<file path="config.mk">
export PLATFORM = sky130hd
export DESIGN_NAME = itcm_rsp
export DESIGN_NICKNAME = d
export VERILOG_FILES = /design/src/rtl/itcm_rsp_pkg.sv /design/src/rtl/itcm_rsp_fifo.sv /design/src/rtl/itcm_rsp.sv
export SDC_FILE = /design/constraint.sdc
export NUM_CORES = 1
export LEC_CHECK = 0
export BUFFER_PORTS_ARGS = -buffer_cell sky130_fd_sc_hd__buf_4
export CORE_MARGIN = 4
export CORE_UTILIZATION = 46
export DETAILED_ROUTE_END_ITERATION = 7
export PLACE_DENSITY = 0.77
export SYNTH_ARGS = -nofsm -noshare
export SYNTH_HDL_FRONTEND = slang
export SYNTH_SLANG_ARGS = --single-unit
</file>
<file path="constraint.sdc">
create_clock -name clk -period 2.8 [get_ports clk]
set_input_delay 0.56 -clock clk [delete_from_list [all_inputs] [get_ports clk]]
set_output_delay 0.56 -clock clk [all_outputs]
set_load 0.05 [all_outputs]
</file>
<file path="src/rtl/itcm_rsp_pkg.sv">
// itcm_rsp_pkg: shared bus widths, ITCM defaults and the response payload type
// used by the instruction-fetch responder and its response FIFO.
package itcm_rsp_pkg;

  localparam int unsigned MYRISCV_ADDRBUS    = 32;
  localparam int unsigned MYRISCV_DATABUS    = 32;
  localparam logic [31:0] MYRISCV_ITCM_BASE  = 32'h8000_0000;
  localparam int unsigned MYRISCV_ITCM_DEPTH = 16384;

  // One fetch response as carried on ifu_rsp_* and stored in the FIFO.
  typedef struct packed {
    logic                       err;
    logic [MYRISCV_DATABUS-1:0] data;
  } itcm_rsp_t;

  localparam itcm_rsp_t RSP_NONE = '{err: 1'b0, data: '0};

  // Byte offset of a fetch from the ITCM base; wraps for addresses below base.
  function automatic logic [MYRISCV_ADDRBUS-1:0] itcm_offset(
    input logic [MYRISCV_ADDRBUS-1:0] addr,
    input logic [MYRISCV_ADDRBUS-1:0] base
  );
    return addr - base;
  endfunction

endpackage

</file>
<file path="src/rtl/itcm_rsp_fifo.sv">
// itcm_rsp_fifo: 2-entry in-order response FIFO with occupancy count.
// Ports:
//   clk          - clock
//   rst_ni       - synchronous active-low reset (pointers and count)
//   push_i       - write push_data_i at the tail
//   push_data_i  - response to store
//   pop_i        - drop the head entry
//   head_o       - current head entry (valid when cnt_o != 0)
//   cnt_o        - number of stored entries, 0..2
module itcm_rsp_fifo
  import itcm_rsp_pkg::*;
(
  input  logic      clk,
  input  logic      rst_ni,
  input  logic      push_i,
  input  itcm_rsp_t push_data_i,
  input  logic      pop_i,
  output itcm_rsp_t head_o,
  output logic [1:0] cnt_o
);

  itcm_rsp_t  mem_q [2];
  logic       wr_ptr_q, wr_ptr_d;
  logic       rd_ptr_q, rd_ptr_d;
  logic [1:0] cnt_q, cnt_d;
  logic       do_push, do_pop;

  // Guard against push-when-full / pop-when-empty.
  assign do_push = push_i && (cnt_q != 2'd2);
  assign do_pop  = pop_i  && (cnt_q != 2'd0);

  // Next-state for pointers and count.
  always_comb begin
    wr_ptr_d = wr_ptr_q;
    rd_ptr_d = rd_ptr_q;
    cnt_d    = cnt_q;
    if (do_push) wr_ptr_d = ~wr_ptr_q;
    if (do_pop)  rd_ptr_d = ~rd_ptr_q;
    case ({do_push, do_pop})
      2'b10:   cnt_d = cnt_q + 2'd1;
      2'b01:   cnt_d = cnt_q - 2'd1;
      default: cnt_d = cnt_q;
    endcase
  end

  always_ff @(posedge clk) begin
    if (!rst_ni) begin
      wr_ptr_q <= 1'b0;
      rd_ptr_q <= 1'b0;
      cnt_q    <= 2'd0;
    end else begin
      wr_ptr_q <= wr_ptr_d;
      rd_ptr_q <= rd_ptr_d;
      cnt_q    <= cnt_d;
    end
  end

  // Storage needs no reset; entries are only read when counted.
  always_ff @(posedge clk) begin
    if (do_push) mem_q[wr_ptr_q] <= push_data_i;
  end

  assign head_o = mem_q[rd_ptr_q];
  assign cnt_o  = cnt_q;

endmodule

</file>
<file path="src/rtl/itcm_rsp.sv">
// itcm_rsp: instruction-fetch responder at the memory end of the IFU fetch bus.
// Decodes fetch addresses, reads a 1-cycle-latency SRAM for good fetches and
// returns in-order {data, err} responses with full backpressure.
// Ports:
//   clk, rst         - clock; synchronous active-low reset
//   ifu_req_vld/rdy  - fetch request handshake
//   ifu_req_addr     - byte address of the fetch
//   ifu_rsp_vld/rdy  - response handshake
//   ifu_rsp_data/err - instruction word (0 on error) and bus error flag
//   sram_cs/addr     - SRAM read enable and word index
//   sram_rdata       - SRAM read data, valid the cycle after sram_cs
module itcm_rsp
  import itcm_rsp_pkg::*;
#(
  parameter logic [31:0] BASE_ADDR   = MYRISCV_ITCM_BASE,
  parameter int unsigned DEPTH_WORDS = MYRISCV_ITCM_DEPTH,
  parameter int unsigned IDX_W       = 14
) (
  input  logic                       clk,
  input  logic                       rst,
  input  logic                       ifu_req_vld,
  output logic                       ifu_req_rdy,
  input  logic [MYRISCV_ADDRBUS-1:0] ifu_req_addr,
  output logic                       ifu_rsp_vld,
  input  logic                       ifu_rsp_rdy,
  output logic [MYRISCV_DATABUS-1:0] ifu_rsp_data,
  output logic                       ifu_rsp_err,
  output logic                       sram_cs,
  output logic [IDX_W-1:0]           sram_addr,
  input  logic [31:0]                sram_rdata
);

  logic [MYRISCV_ADDRBUS-1:0] offset;
  logic       mis, oor, bad, acc, credit_ok;
  logic       if_vld_q, if_err_q;
  logic [1:0] fifo_cnt;
  logic       fifo_empty, fifo_push, fifo_pop;
  itcm_rsp_t  fifo_head, src, rsp_sel;

  // Address decode: misaligned or outside the window never touches the SRAM.
  assign offset = itcm_offset(ifu_req_addr, BASE_ADDR);
  assign mis    = |ifu_req_addr[1:0];
  assign oor    = {1'b0, offset} >= (33'(DEPTH_WORDS) << 2);
  assign bad    = mis | oor;

  // Credit from registered state: an inflight word always has a FIFO slot.
  assign credit_ok   = (3'(fifo_cnt) + 3'(if_vld_q)) < 3'd2;
  assign ifu_req_rdy = rst & credit_ok;
  assign acc         = ifu_req_vld & ifu_req_rdy;

  assign sram_cs   = acc & ~bad;
  assign sram_addr = offset[IDX_W+1:2];

  // Inflight stage tracks the fetch whose SRAM read is in progress.
  always_ff @(posedge clk) begin
    if (!rst) begin
      if_vld_q <= 1'b0;
      if_err_q <= 1'b0;
    end else begin
      if_vld_q <= acc;
      if_err_q <= bad;
    end
  end

  // Response source for the inflight fetch.
  always_comb begin
    src      = RSP_NONE;
    src.err  = if_err_q;
    src.data = if_err_q ? '0 : sram_rdata;
  end

  // Bypass when the FIFO is empty and the IFU takes the word; else enqueue.
  assign fifo_empty = (fifo_cnt == 2'd0);
  assign fifo_push  = if_vld_q & ~(fifo_empty & ifu_rsp_rdy);
  assign fifo_pop   = ~fifo_empty & ifu_rsp_rdy;

  itcm_rsp_fifo u_fifo (
    .clk         (clk),
    .rst_ni      (rst),
    .push_i      (fifo_push),
    .push_data_i (src),
    .pop_i       (fifo_pop),
    .head_o      (fifo_head),
    .cnt_o       (fifo_cnt)
  );

  assign rsp_sel      = fifo_empty ? src : fifo_head;
  assign ifu_rsp_vld  = rst & (~fifo_empty | if_vld_q);
  assign ifu_rsp_data = ifu_rsp_vld ? rsp_sel.data : '0;
  assign ifu_rsp_err  = ifu_rsp_vld & rsp_sel.err;

endmodule

</file>
==> results.sh, run 1 <==
export IMPL_outcome="finished clean"
export IMPL_drtAntennaViolNets=0
export IMPL_finalCriticalPeriod_ns=2.50
export IMPL_clkLatencyLatePin_ns=0.34
export IMPL_drtIter0Drc=100
export IMPL_crit_fanout=32
export IMPL_post_dp_cell_area_um2=4250
export IMPL_cts_max_level=3
export IMPL_ios=118
export IMPL_fin_skew_ns=0.00666
export IMPL_area_growth_pct=24.6
export IMPL_peakVddDrop_mv=0.471
export IMPL_syn_nets=339
export IMPL_post_place_ws_ns=0.653
export IMPL_routed_wirelength_um=7110
export IMPL_drive_gt1_share_pct=40.2
export IMPL_synth_edf_count=66
export IMPL_max_clock_path_buffers=2
export IMPL_synthesis_area_um2=3590
export IMPL_min_period_over_period_pct=89.1
export IMPL_routedWlPerCell_um=15.6
export IMPL_antenna_found_initial=0
export IMPL_multi_input_area_um2=1210
export IMPL_cp_required_ns=2.24
export IMPL_fmax_mhz=401
export IMPL_power_leakage_nw=1.63
export IMPL_final_cell_area_um2=4470
export IMPL_worst_pin_slew_ns=0.377
export IMPL_dr_total_vias=2300
export IMPL_row_count=31
export IMPL_insertedDiodeCount=0
export IMPL_rsz0062_at_grt="false"
export IMPL_startpoint_type="register"
export IMPL_crit_type="reg2out"
export IMPL_end_kind="output port"
export IMPL_setup_viol=0
export IMPL_overflow=0
export IMPL_seq_area_frac_synth_pct=59.1
export IMPL_layout_commonest_cell="buf_4"
export IMPL_cts_buffers=9
export IMPL_tritoncts="done"
export IMPL_hold_viol=0
export IMPL_fillerInstances=598
export IMPL_grt_pass1_wl_um=11200
export IMPL_ys_warn_count=0
export IMPL_drc=0
export IMPL_maxCapViolCount=0
export IMPL_regArea_um2=2120
export IMPL_slew_headroom_pct=74.9
export IMPL_die_y_um=96.3
export IMPL_synth_cell_types=29
export IMPL_synth_seq_cells=73
export IMPL_final_cell_mix="101 x buf_4, 66 x edfxtp_1, 37 x nor2_1, 33 x mux2i_1, 32 x nor2b_1"
export IMPL_grt_max_degree=33
export IMPL_path_clk_slew_ns=0.07
export IMPL_viasPerCell=5.05
export IMPL_cts_sinks=73
export IMPL_cts_hold_buf=0
export IMPL_min_path_type="in2reg"
export IMPL_cts_root_buf="clkbuf_8"
export IMPL_synth_flop_cell="edfxtp_1"
export IMPL_tns_ns=0
export IMPL_drt_first_pass_iters=4
export IMPL_grt_pass1_vias=2350
export IMPL_grt_usage_pct=16.2
export IMPL_die_w_um=96.3
export IMPL_finalWorstSetupSlack_ns=0.304
export IMPL_initial_core_util_pct=48.4
export IMPL_cts_setup_buffers=0
export IMPL_avgSynthCellArea_um2=13.3
export IMPL_nets=420
export IMPL_synthCells=270
export IMPL_place_hpwl_um=5070
export IMPL_powerDensity_nw_per_um2=802
export IMPL_critPathArrivalTime_ns=1.94
export IMPL_gp_routability_congestion=0.803
export IMPL_coreArea_um2=7410
export IMPL_die_area_um2=9280
export IMPL_drv_slew=0
export IMPL_ys_async_sr_fraction_pct=0
export IMPL_cts_resized_gates=0
export IMPL_numPortBuffers=89
-- where the power goes --
| group | internal [mW] | switching (mW) |
|---|---|---|
| Combinational | 0.475 | 0.909 |
| Sequential | 1.28 | 0.0502 |
| Clock | 0.501 | 0.377 |
| Total | 2.25 | 1.34 |
-- per-layer routing --
layer | track usage (%) | vias to the layer above | share of wire [%]
met5 | 0 | - | 0
met2 | 26.6 | 78 | 52
met3 | 4.14 | 6 | 5.8
met1 | 19.9 | 1078 | 41
li1 | - | 1138 | -
met4 | 7.59 | 0 | 1.1
-- cells in the mapped netlist (2+ instances only) --
cell type / count / area share (%)
edfxtp_1: 66 / 55
nor2_1: 38 / 4.0
mux2i_1: 33 / 9.2
nor2b_1: 32 / 5.6
a211oi_2: 20 / 7.0
buf_4: 15 / 3.1
a211oi_1: 14 / 2.9
dfxtp_1: 7 / 3.9
buf_2: 6 / 0.84
buf_6: 6 / 1.9
inv_1: 5 / 0.52
a21oi_1: 3 / 0.42
clkbuf_1: 3 / 0.31
nor4_1: 3 / 0.52
and4_1: 2 / 0.49
buf_8: 2 / 0.84
o21ai_0: 2 / 0.28
xor2_1: 2 / 0.49
-- stage by stage --
step                hold WS [ns]  cells  power [mW]  util [%]
global route               0.414    455        3.78      60.4
global placement           0.481    439        2.73      57.4
detailed placement         0.495    439        2.75      57.4
finish                     0.430    455        3.59      60.4
floorplan                  0.472    270        2.52         -
CTS                        0.408    455        3.63      60.4
-- registers in the layout, indices dropped and copies added, names as in the netlist, named ones only --
| register | flops |
|---|---|
| if_vld_q | 1 |
| u_fifo.cnt_o | 2 |
| u_fifo.rd_ptr_q | 1 |
| if_err_q | 1 |
| u_fifo.mem_q | 66 |
| u_fifo.wr_ptr_q | 1 |
-- kinds of logic after synthesis --
| kind of cell | after synthesis | share of synthesized area, % |
|---|---|---|
| XOR/XNOR | 3 | 0.732 |
| multiplexers | 33 | 9.21 |
| buffers and inverters | 37 | 7.53 |
| AO/OA/AOI/OAI | 42 | 11.5 |
| adder cells (fa/ha/maj) | 1 | 0.349 |
| flip-flops | 73 | 59.1 |
| AND/OR/NAND/NOR | 81 | 11.6 |
-- critical path, stage by stage (launching register included) --
cell	delay, ns
dfxtp_1	0.44
or2_2	0.21
buf_4	0.36
nor2_1	0.11
a211oi_2	0.23
buf_4	0.23
-- area by class of cell --
cell class | count | area share [%]
sequential | 73 | 47.5
multi-input combinational | 160 | 27.0
timing repair buffer | 102 | 17.4
clock buffer | 9 | 2.77
tap | 99 | 2.77
clock inverter | 7 | 2.13
inverter | 5 | 0.420
-- final timing paths --
check                  start              end  slack, ns  cells after the start
max          u_fifo.cnt_o[0]  ifu_rsp_data[6]       0.30                      5
min              ifu_req_vld         if_vld_q       0.43                      2
max reg2reg  u_fifo.cnt_o[0]  u_fifo.cnt_o[1]       1.09                      5
min reg2reg  u_fifo.rd_ptr_q  u_fifo.rd_ptr_q       0.51                      2
No activity file was read; power rests on OpenSTA's default activity.
==> inputs of run 2 (changes only) <==
GPL_TIMING_DRIVEN = 0   (was unset)
==> run 2 against run 1 <==
Sequential power about the same. Cell count is 7.5% higher. Count of clock-buffer cells in the layout increased by 1. Worst hold slack better by 0.0039 ns. Sequential share of layout area decreased by 2.6 points. First-iteration DRC count is 44% lower. Worst setup slack better by 0.0096 ns. Flip-flop and latch count unchanged. Combinational power up 16%.
==> results.sh, run 2 (synthesized netlist as in run 1, its figures left out) <==
export IMPL_cts_setup_buffers=0
export IMPL_viasPerCell=5.03
export IMPL_cp_required_ns=2.24
export IMPL_place_hpwl_um=5420
export IMPL_coreArea_um2=7410
export IMPL_finalPower_mw=3.67
export IMPL_cts_buffers=9
export IMPL_crit_type="reg2out"
export IMPL_min_period_over_period_pct=88.8
export IMPL_max_clock_path_buffers=2
export IMPL_hold_viol=0
export IMPL_area_growth_pct=31.8
export IMPL_insertedDiodeCount=0
export IMPL_drive_gt1_share_pct=43.3
export IMPL_power_frac_seq_pct=35.7
export IMPL_fmax_mhz=402
export IMPL_drtAntennaViolNets=0
export IMPL_post_route_util_pct=63.8
export IMPL_crit_fanout=10
export IMPL_p_int_mw=2.26
export IMPL_fin_skew_ns=0.00962
export IMPL_grt_usage_pct=17.0
export IMPL_grt_pass1_wl_um=11900
export IMPL_numPortBuffers=103
export IMPL_power_leakage_nw=1.79
export IMPL_cts_root_buf="clkbuf_8"
export IMPL_worst_pin_slew_ns=0.695
export IMPL_path_clk_slew_ns=0.07
export IMPL_routed_wirelength_um=7680
export IMPL_p_clk_share_pct=20.6
export IMPL_die_y_um=96.3
export IMPL_drtIter0Drc=56
export IMPL_nets=455
export IMPL_largest_reg_flops=66
export IMPL_tns_ns=0
export IMPL_initial_core_util_pct=48.4
export IMPL_powerDensity_nw_per_um2=776
export IMPL_min_path_type="in2reg"
export IMPL_swShare_pct=38.5
export IMPL_critPathArrivalTime_ns=1.93
export IMPL_outcome="finished clean"
export IMPL_cts_max_level=3
export IMPL_slew_headroom_pct=53.6
export IMPL_max_stage_delay_ns=0.44
export IMPL_drc=0
export IMPL_cts_sinks=73
export IMPL_final_cell_mix="118 x buf_4, 66 x edfxtp_1, 37 x nor2_1, 33 x mux2i_1, 32 x nor2b_1"
export IMPL_drt_first_pass_iters=4
export IMPL_cts_hold_buf=0
export IMPL_rsz0062_at_grt="false"
export IMPL_overflow=0
export IMPL_r2r_slack_ns=0.94
export IMPL_regArea_um2=2120
export IMPL_grt_max_degree=20
export IMPL_end_kind="output port"
export IMPL_largest_register="u_fifo.mem_q"
export IMPL_setup_viol=0
export IMPL_drv_slew=0
export IMPL_cts_resized_gates=0
export IMPL_tritoncts="done"
export IMPL_p_comb_share_pct=43.7
export IMPL_fin_cells=489
export IMPL_finalCriticalPeriod_ns=2.49
export IMPL_die_area_um2=9280
export IMPL_gp_routability_congestion=0.716
export IMPL_slowest_stage="dfxtp_1"
export IMPL_fillerInstances=589
export IMPL_maxCapViolCount=0
export IMPL_peakVddDrop_mv=0.406
export IMPL_antenna_found_initial=0
export IMPL_dp_cells=474
export IMPL_routedWlPerCell_um=15.7
export IMPL_clkLatencyLatePin_ns=0.33
export IMPL_layout_commonest_cell="buf_4"
export IMPL_die_w_um=96.3
export IMPL_row_count=31
export IMPL_ios=118
export IMPL_startpoint_type="register"
export IMPL_multi_input_area_um2=1210
export IMPL_dr_total_vias=2459
export IMPL_grt_pass1_vias=2525
export IMPL_cp_cell_sequence="or2_1, buf_6, buf_2, nor2_1, a211oi_1, buf_4"
export IMPL_power_switching_mw=1.41
-- run 2: changes by cell type in the layout (fill, tap and decap cells not counted), moves of 2 or more --
cell	before	now
clkinv_1	0	2
buf_6	0	6
clkinv_4	2	0
buf_4	101	118
buf_8	0	2
buf_2	0	6
buf_16	0	2
clkbuf_1	0	4
-- run 2: power groups by stage --
stage	combinational, mW	clock (mW)	sequential, mW
after floorplan	1.20	0	1.33
after global placement	1.59	0	1.33
after detailed placement	1.62	0	1.33
after CTS	1.63	0.772	1.31
after global routing	1.72	0.826	1.32
final	1.60	0.757	1.31
-- run 2: path summary, 6_finish.rpt --
kind                    from             endpoint  cells after the start
max          u_fifo.cnt_o[0]          ifu_rsp_err                      6
min              ifu_req_vld             if_vld_q                      2
max reg2reg  u_fifo.cnt_o[0]  u_fifo.mem_q[0][14]                      4
min reg2reg  u_fifo.rd_ptr_q             register                      2
-- run 2: layer usage --
layer  GRT usage [%]  share of wire (%)
met2            28.9                 53
met1            21.0                 40
met5               0                  0
met4            6.54                1.2
met3            4.07                5.9
-- run 2: worst max-delay path, delay by kind of cell (launching register included) --
| kind | cells | cell delay, ns |
|---|---|---|
| AND/OR/NAND/NOR | 2 | 0.23 |
| buffers and inverters | 3 | 0.61 |
| AO/OA/AOI/OAI | 1 | 0.31 |
| flip-flops | 1 | 0.44 |
-- run 2: cell type report --
| type | instances | share of cell area (%) |
|---|---|---|
| sequential | 73 | 44.9 |
| multi-input combinational | 160 | 25.6 |
| timing repair buffer | 105 | 17.5 |
| buffer | 32 | 5.32 |
| clock buffer | 10 | 2.70 |
| tap | 99 | 2.62 |
| clock inverter | 5 | 1.01 |
| inverter | 5 | 0.397 |
-- run 2: stage by stage --
stage	hold WS (ns)	instance area (um^2)	worst slack (ns)
after floorplan	0.472	3590	0.118
after global placement	0.488	4490	-0.886
after detailed placement	0.488	4550	0.637
after CTS	0.419	4730	0.276
after global routing	0.419	4730	0.188
final	0.434	4730	0.314
==> inputs of run 3 (changes only) <==
CORE_MARGIN = unset   (was 4)
==> run 3 against run 2 <==
Clock skew fell by 0.0048 ns. Worst hold slack improved by 0.015 ns. Critical path depth rose by 1. Largest cell class unchanged. Largest power group unchanged.
==> results.sh, run 3 (synthesized netlist as in run 1, its figures left out) <==
export IMPL_outcome="finished clean"
export IMPL_fin_cells=490
export IMPL_min_period_over_period_pct=88.2
export IMPL_setup_viol=0
export IMPL_cts_resized_gates=0
export IMPL_r2r_slack_ns=0.97
export IMPL_final_cell_mix="118 x buf_4, 66 x edfxtp_1, 37 x nor2_1, 33 x mux2i_1, 32 x nor2b_1"
export IMPL_drv_slew=0
export IMPL_dr_total_vias=2473
export IMPL_peakVddDrop_mv=0.445
export IMPL_endpoint="ifu_rsp_data[24]"
export IMPL_cts_setup_buffers=0
export IMPL_maxCapViolCount=0
export IMPL_largest_register="u_fifo.mem_q"
export IMPL_r2r_end="u_fifo.mem_q[0][19]"
export IMPL_drive_gt1_share_pct=43.7
export IMPL_die_w_um=90.3
export IMPL_nets=455
export IMPL_cts_max_level=3
export IMPL_dp_cells=473
export IMPL_startpoint="u_fifo.cnt_o[0]"
export IMPL_r2r_start="u_fifo.cnt_o[0]"
export IMPL_cts_buffers=9
export IMPL_die_area_um2=8160
export IMPL_area_growth_pct=32.5
export IMPL_grt_max_degree=34
export IMPL_insertedDiodeCount=0
export IMPL_die_y_um=90.3
export IMPL_tns_ns=0
export IMPL_numPortBuffers=103
export IMPL_overflow=0
export IMPL_tritoncts="done"
export IMPL_clkLatencyLatePin_ns=0.33
export IMPL_gp_routability_congestion=0.729
export IMPL_end_kind="output port"
export IMPL_viasPerCell=5.05
export IMPL_routedWlPerCell_um=14.9
export IMPL_reg2reg_depth=4
export IMPL_cts_root_buf="clkbuf_8"
export IMPL_grt_usage_pct=17.9
export IMPL_rsz0062_at_grt="false"
export IMPL_powerDensity_nw_per_um2=793
export IMPL_row_count=31
export IMPL_fin_skew_ns=0.00480
export IMPL_finalCriticalPeriod_ns=2.47
export IMPL_grt_pass1_vias=2451
export IMPL_crit_fanout=10
export IMPL_place_hpwl_um=5010
export IMPL_path_clk_slew_ns=0.07
export IMPL_min_path_type="in2reg"
export IMPL_drc=0
export IMPL_power_leakage_nw=1.79
export IMPL_startpoint_type="register"
export IMPL_layout_commonest_cell="buf_4"
export IMPL_worst_pin_slew_ns=0.584
export IMPL_ios=118
export IMPL_grt_pass1_wl_um=11300
export IMPL_crit_type="reg2out"
export IMPL_largest_reg_flops=66
export IMPL_cts_hold_buf=0
export IMPL_antenna_found_initial=0
export IMPL_drt_first_pass_iters=4
export IMPL_cp_required_ns=2.24
export IMPL_slew_headroom_pct=60.8
export IMPL_coreArea_um2=7410
export IMPL_routed_wirelength_um=7320
export IMPL_max_clock_path_buffers=2
export IMPL_post_dp_cell_area_um2=4520
export IMPL_drtAntennaViolNets=0
export IMPL_initial_core_util_pct=48.4
export IMPL_fmax_mhz=405
export IMPL_critPathArrivalTime_ns=1.91
export IMPL_drtIter0Drc=85
export IMPL_cts_sinks=73
export IMPL_final_cell_area_um2=4750
export IMPL_hold_viol=0
[run 3: layout make-up]
cell class              instances  area, um^2
plain buffers                  32         251
clock inverters                 7        85.1
flip-flops and latches         73        2120
inverters                       5        18.8
fillers                       584        2650
repair buffers                105         821
well taps                      99         124
clock buffers                   9         124
multi-input cells             160        1210
[run 3: through the flow]
stage	power [mW]	hold slack (ns)	util, %	setup slack, ns
after global placement	2.92	0.486	60.6	-0.884
after floorplan	2.52	0.472	-	0.118
after detailed placement	2.94	0.523	61.0	0.321
final	3.77	0.449	64.2	0.330
after CTS	3.80	0.436	63.8	0.279
after global routing	3.92	0.445	64.2	0.187
[run 3: critical path, stage by stage (launching register included)]
cell and delay [ns]:
dfxtp_1 0.45, or2_1 0.15, buf_6 0.12, buf_8 0.14, buf_8 0.14, nor2_1 0.05, a211oi_1 0.28, buf_4 0.26
[run 3: worst min-delay path by stage]
| stage | from | end | slack [ns] | cells after the start |
|---|---|---|---|---|
| CTS | ifu_req_vld | if_vld_q | 0.44 | 2 |
| global placement | u_fifo.rd_ptr_q | register | 0.49 | 2 |
| floorplan | u_fifo.rd_ptr_q | register | 0.47 | 2 |
| detailed placement | u_fifo.rd_ptr_q | register | 0.52 | 2 |
| finish | ifu_req_vld | if_vld_q | 0.45 | 2 |
| global route | ifu_req_vld | if_vld_q | 0.44 | 2 |
[run 3: where the power goes]
group / total [mW] / switching [mW] / internal (mW)
combinational: 1.60 / 1.02 / 0.583
clock: 0.861 / 0.368 / 0.492
sequential: 1.31 / 0.0349 / 1.27
[run 3: metal layers]
layer	global-route usage, %	wire [um]
met4	8.06	99
met2	31.6	3730
met1	21.3	3090
met5	0	0
met3	3.28	399
